### src/rtl/encoder_menu_ctrl.sv
// encoder_menu_ctrl: browse/edit/lock menu controller over a bank of encoder-edited parameter registers
module encoder_menu_ctrl #(
    parameter int NUM_SLOTS   = 4,
    parameter int VAL_W       = 8,
    parameter int VAL_MAX     = 255,
    parameter int DEFAULT_VAL = 128
) (
    input  logic                         clk,
    input  logic                         rst,
    input  logic [3:0]                   enc,
    input  logic [1:0]                   pb_press_type,
    output logic [NUM_SLOTS*VAL_W-1:0]   param_bus,
    output logic [$clog2(NUM_SLOTS)-1:0] sel,
    output logic [VAL_W-1:0]             edit_val,
    output logic [1:0]                   mode,
    output logic                         commit,
    output logic [$clog2(NUM_SLOTS)-1:0] commit_idx
);
    localparam int SEL_W = $clog2(NUM_SLOTS);
    typedef enum logic [1:0] {BROWSE = 2'b00, EDIT = 2'b01, LOCKED = 2'b10} state_t;
    state_t                     state, state_n;
    logic [NUM_SLOTS*VAL_W-1:0] bus_n;
    logic [SEL_W-1:0]           sel_n, cidx_n;
    logic [VAL_W-1:0]           edit_n, cur, clamped;
    logic                       commit_n, press, sup, pos, neg;
    logic [3:0]                 enc_prev;
    logic signed [3:0]          delta;
    logic signed [VAL_W+1:0]    sum;
    assign mode = state;
    always_comb begin
        press   = pb_press_type != 2'b00;
        delta   = (press || sup) ? 4'sd0 : $signed(enc - enc_prev);
        pos     = !delta[3] && (delta != 4'sd0);
        neg     = delta[3];
        cur     = param_bus[sel*VAL_W +: VAL_W];
        sum     = $signed({2'b00, edit_val}) + {{(VAL_W-2){delta[3]}}, delta};
        clamped = sum[VAL_W+1] ? '0 : (sum > (VAL_W+2)'(VAL_MAX)) ? VAL_W'(VAL_MAX) : sum[VAL_W-1:0];
        state_n  = state;
        bus_n    = param_bus;
        sel_n    = sel;
        edit_n   = edit_val;
        commit_n = 1'b0;
        cidx_n   = commit_idx;
        case (state)
            BROWSE: begin
                if (press) begin
                    case (pb_press_type)
                        2'b01: begin
                            edit_n  = cur;
                            state_n = EDIT;
                        end
                        2'b11: state_n = LOCKED;
                        default: ;
                    endcase
                end else begin
                    sel_n = pos ? sel + 1'b1 : neg ? sel - 1'b1 : sel;
                end
            end
            EDIT: begin
                if (press) begin
                    case (pb_press_type)
                        2'b01: begin
                            bus_n[sel*VAL_W +: VAL_W] = edit_val;
                            commit_n = 1'b1;
                            cidx_n   = sel;
                            state_n  = BROWSE;
                        end
                        2'b10: state_n = BROWSE;
                        2'b11: edit_n = VAL_W'(DEFAULT_VAL);
                        default: ;
                    endcase
                end else begin
                    edit_n = (pos || neg) ? clamped : edit_val;
                end
            end
            LOCKED: state_n = (pb_press_type == 2'b11) ? BROWSE : LOCKED;
            default: state_n = BROWSE;
        endcase
    end
    always_ff @(posedge clk) begin
        if (rst) begin
            state      <= BROWSE;
            param_bus  <= {NUM_SLOTS{VAL_W'(DEFAULT_VAL)}};
            sel        <= '0;
            edit_val   <= '0;
            commit     <= 1'b0;
            commit_idx <= '0;
            enc_prev   <= 4'd8;
            sup        <= 1'b0;
        end else begin
            state      <= state_n;
            param_bus  <= bus_n;
            sel        <= sel_n;
            edit_val   <= edit_n;
            commit     <= commit_n;
            commit_idx <= cidx_n;
            enc_prev   <= enc;
            sup        <= press;
        end
    end
endmodule

### config.mk
export PLATFORM = sky130hd
export DESIGN_NAME = encoder_menu_ctrl
export DESIGN_NICKNAME = d
export VERILOG_FILES = /design/src/rtl/encoder_menu_ctrl.sv
export SDC_FILE = /design/constraint.sdc
export NUM_CORES = 1
export LEC_CHECK = 0
export ABC_AREA = 1
export CAP_MARGIN = 20
export CORE_MARGIN = 2
export CORE_UTILIZATION = 40
export DETAILED_ROUTE_END_ITERATION = 7
export HOLD_SLACK_MARGIN = 0.1
export PLACE_DENSITY_LB_ADDON = 0.05
export SLEW_MARGIN = 25
export SYNTH_ARGS = -nofsm -noshare
export SYNTH_HDL_FRONTEND = slang
export SYNTH_SLANG_ARGS = --single-unit
### constraint.sdc
create_clock -name clk -period 2.85 [get_ports clk]
set_clock_uncertainty 0.2 [all_clocks]
set_input_delay 0.4275 -clock clk [delete_from_list [all_inputs] [get_ports clk]]
set_output_delay 0.4275 -clock clk [all_outputs]
set_load 0.01 [all_outputs]
==> flow_summary.yaml <==
detailed_routing:
  initialDrtViolationCount: 145
  num_vias: 3124
  antenna_left: 0
  wire_per_inst_um: 14.53
  wl_um: 8847
  drc_errors: 0
  vias_per_cell: 5.130
  dr.pass1.iters: 4
global_routing:
  grt_max_degree: 42
  grt_usage: 0.2138
  grt-ovfl-total: 0
  grt_pass1_wl_um: 14560
  antenna_found_initial: 0
  grt_pass1_vias: 2993
critical_path:
  critPathSlowestCell: "clkdlybuf4s50_1"
  crit_required_ps: 2890
  cpPeakStageDelay_ps: 530
  cp-start-kind: "primary input"
  cp_cell_sequence: "clkdlybuf4s50_1 > ha_4 > nand2_2 > inv_2 > nor3_4 > ha_4 > a21o_1 > nand2_1 > nand2_2 > nand3_2 > nand2_2 > nand3_1 > nand2_4 > buf_4 > nand2_1 > nand2_1 > a21oi_1"
  crit_arrival_ps: 2760
  crit_type: "in -> reg"
  end_kind: "flop"
  path_max_fanout: 8
floorplanning:
  die_x_um: 91.65
  num_rows: 31
  initial_core_util: 0.4192
  dieArea_um2: 8400
  core-area_um2: 7331
  fp.dieH_um: 91.65
  ios: 55
synth:
  syn_avg_cell_area_um2: 7.197
  synthDominantCellAreaShare: 0.3388
  synth_area_leader_cell: "dfxtp_1"
  synth-seq-cells: 52
  synth_cell_types: 43
  yosys_warnings: 0
  synth.area.top_cells: "dfxtp_1, a21oi_1, nand2_1"
  dominantRegCellSynth: "dfxtp_1"
  synth.most_common_cell: "nand2_1"
  ys_seq_area_frac: 0.3388
  synth_edf_count: 0
  synthCells: 427
  async_flop_share: 0
  synthTopCellsByCount: "nand2_1, dfxtp_1, inv_1, a21oi_1, o21ai_0"
  syn-num-nets: 452
  netlist_area_um2: 3073
finish:
  area_growth_pct: 36.56
  ff_latch_area_um2: 1042
  fin_nets: 534
  fin_util: 0.5725
  final_area_um2: 4197
  layout-drive-gt1-share: 0.2059
  diodes: 0
  num-fill-cells: 708
  fin_cells: 609
  multi_input_area_um2: 1836
run:
  max_cap_viol_count: 0
sta:
  relSlewSlack: 0.4165
  finalCritPeriodShare: 0.9534
  fin_ws_ps: 132.9
  finalHoldViolCount: 0
  setup_tns_ps: 0
  worst_slew_pin_slew_ps: 868.6
  hold_ws_ps: 228.9
  setup_violations: 0
  slew_viol_final: 0
  max_freq_mhz: 368.0
  fin_crit_ps: 2717
clock_network:
  path_clk_slew_ps: 100
  cts_tree: "built"
  cts_hold_buf: 0
  worstSkewPairLatency_ps: 310
  cts_buffers: 5
  cts.sink_count: 52
  clock_path_buffers: 2
  root_buffer: "clkbuf_8"
  ctsHtreeMaxLevel: 2
placement:
  port_buffers: 54
  place_area_um2: 3944
  dp.final_hpwl_um: 6569
  dp.cells: 596
  routabilityCongestion: 0.8607
  pre_cts_ws_ps: -558.5
power_and_ir_drop:
  ir_worst_vdd_v: 0.0003438
  p_total_mw: 1.857
  p_leak_nw: 1.765
  power_density_nw_per_um2: 442.4
hold_path:
  hp-class: "in -> reg"
outcome:
  status: "completed"
==> cells by family (layout without fill, tap and decap cells) <==
| kind of cell | Yosys count | after routing | synth area share |
|---|---|---|---|
| AO/OA/AOI/OAI | 120 | 120 | 0.2284 |
| AND/OR/NAND/NOR | 154 | 154 | 0.2431 |
| XOR/XNOR | 6 | 6 | 0.01955 |
| buffers and inverters | 78 | 161 | 0.09608 |
| adder cells (fa/ha/maj) | 17 | 17 | 0.07410 |
| flip-flops | 52 | 52 | 0.3388 |
==> where the power goes <==
group	switching [mW]	internal [mW]	leakage, nW
logic	0.309	0.227	1.29
registers	0.0505	0.756	0.423
clock network	0.254	0.260	0.0541
==> critical path: cells and delay by family <==
kind,cells,cell delay [ps]
AOI/OAI and AO/OA,2,270
buffers and inverters,3,710
adders and majority gates,2,490
and+or+nand+nor,10,850
==> state kept, by name, summed over array words and instances, names as in the netlist <==
signal,count
commit_idx,2
enc_prev,4
sel,2
mode,2
edit_val,8
commit,1
sup,1
param_bus,32
==> final cells by class <==
| type | count | area share |
|---|---|---|
| inverters | 58 | 0.05307 |
| clock inverters | 3 | 0.01014 |
| multi-input cells | 297 | 0.4374 |
| clock buffers | 5 | 0.01640 |
| flip-flops and latches | 52 | 0.2484 |
| well taps | 99 | 0.02952 |
| repair buffers | 95 | 0.2051 |
==> timing repair <==
action / CTS / global route
cloned: 0 / 0
endpoints found under the setup margin: 8 / 9
gates resized for setup: 22 / 13
setup buffers: 4 / 1
pin swaps: 11 / 11
==> layer usage <==
metal / wire length, µm / track usage / vias to the layer above / part of all wire
met5: 0 / 0 / - / 0
met4: 141 / 0.05682 / 0 / 0.016
met3: 397 / 0.02794 / 13 / 0.045
met2: 4102 / 0.3474 / 77 / 0.46
met1: 4206 / 0.2988 / 1434 / 0.48
li1: - / - / 1600 / -
==> layout by cell type (no fill, tap or decap), types with 5 or more instances in the layout <==
| master | instances |
|---|---|
| nor3_1 | 5 |
| dfxtp_1 | 51 |
| nand3_1 | 32 |
| clkbuf_8 | 5 |
| inv_2 | 9 |
| ha_1 | 10 |
| or3_1 | 5 |
| clkdlybuf4s50_1 | 50 |
| o211a_1 | 7 |
| a31oi_1 | 10 |
| buf_4 | 40 |
| o21ai_0 | 38 |
| nand2_2 | 16 |
| nor2_1 | 20 |
| inv_1 | 43 |
| nand2_1 | 61 |
| a21oi_1 | 47 |
==> path summary, 6_finish.rpt <==
kind	start	endpoint	slack (ps)	cells after the start
min reg2reg	commit_idx[0]	commit_idx[0]	270	2
max reg2reg	enc_prev[0]	edit_val[2]	150	17
min	enc[0]	enc_prev[0]	230	3
max	enc[2]	edit_val[2]	130	17
Power figures use the tool's default switching activity.
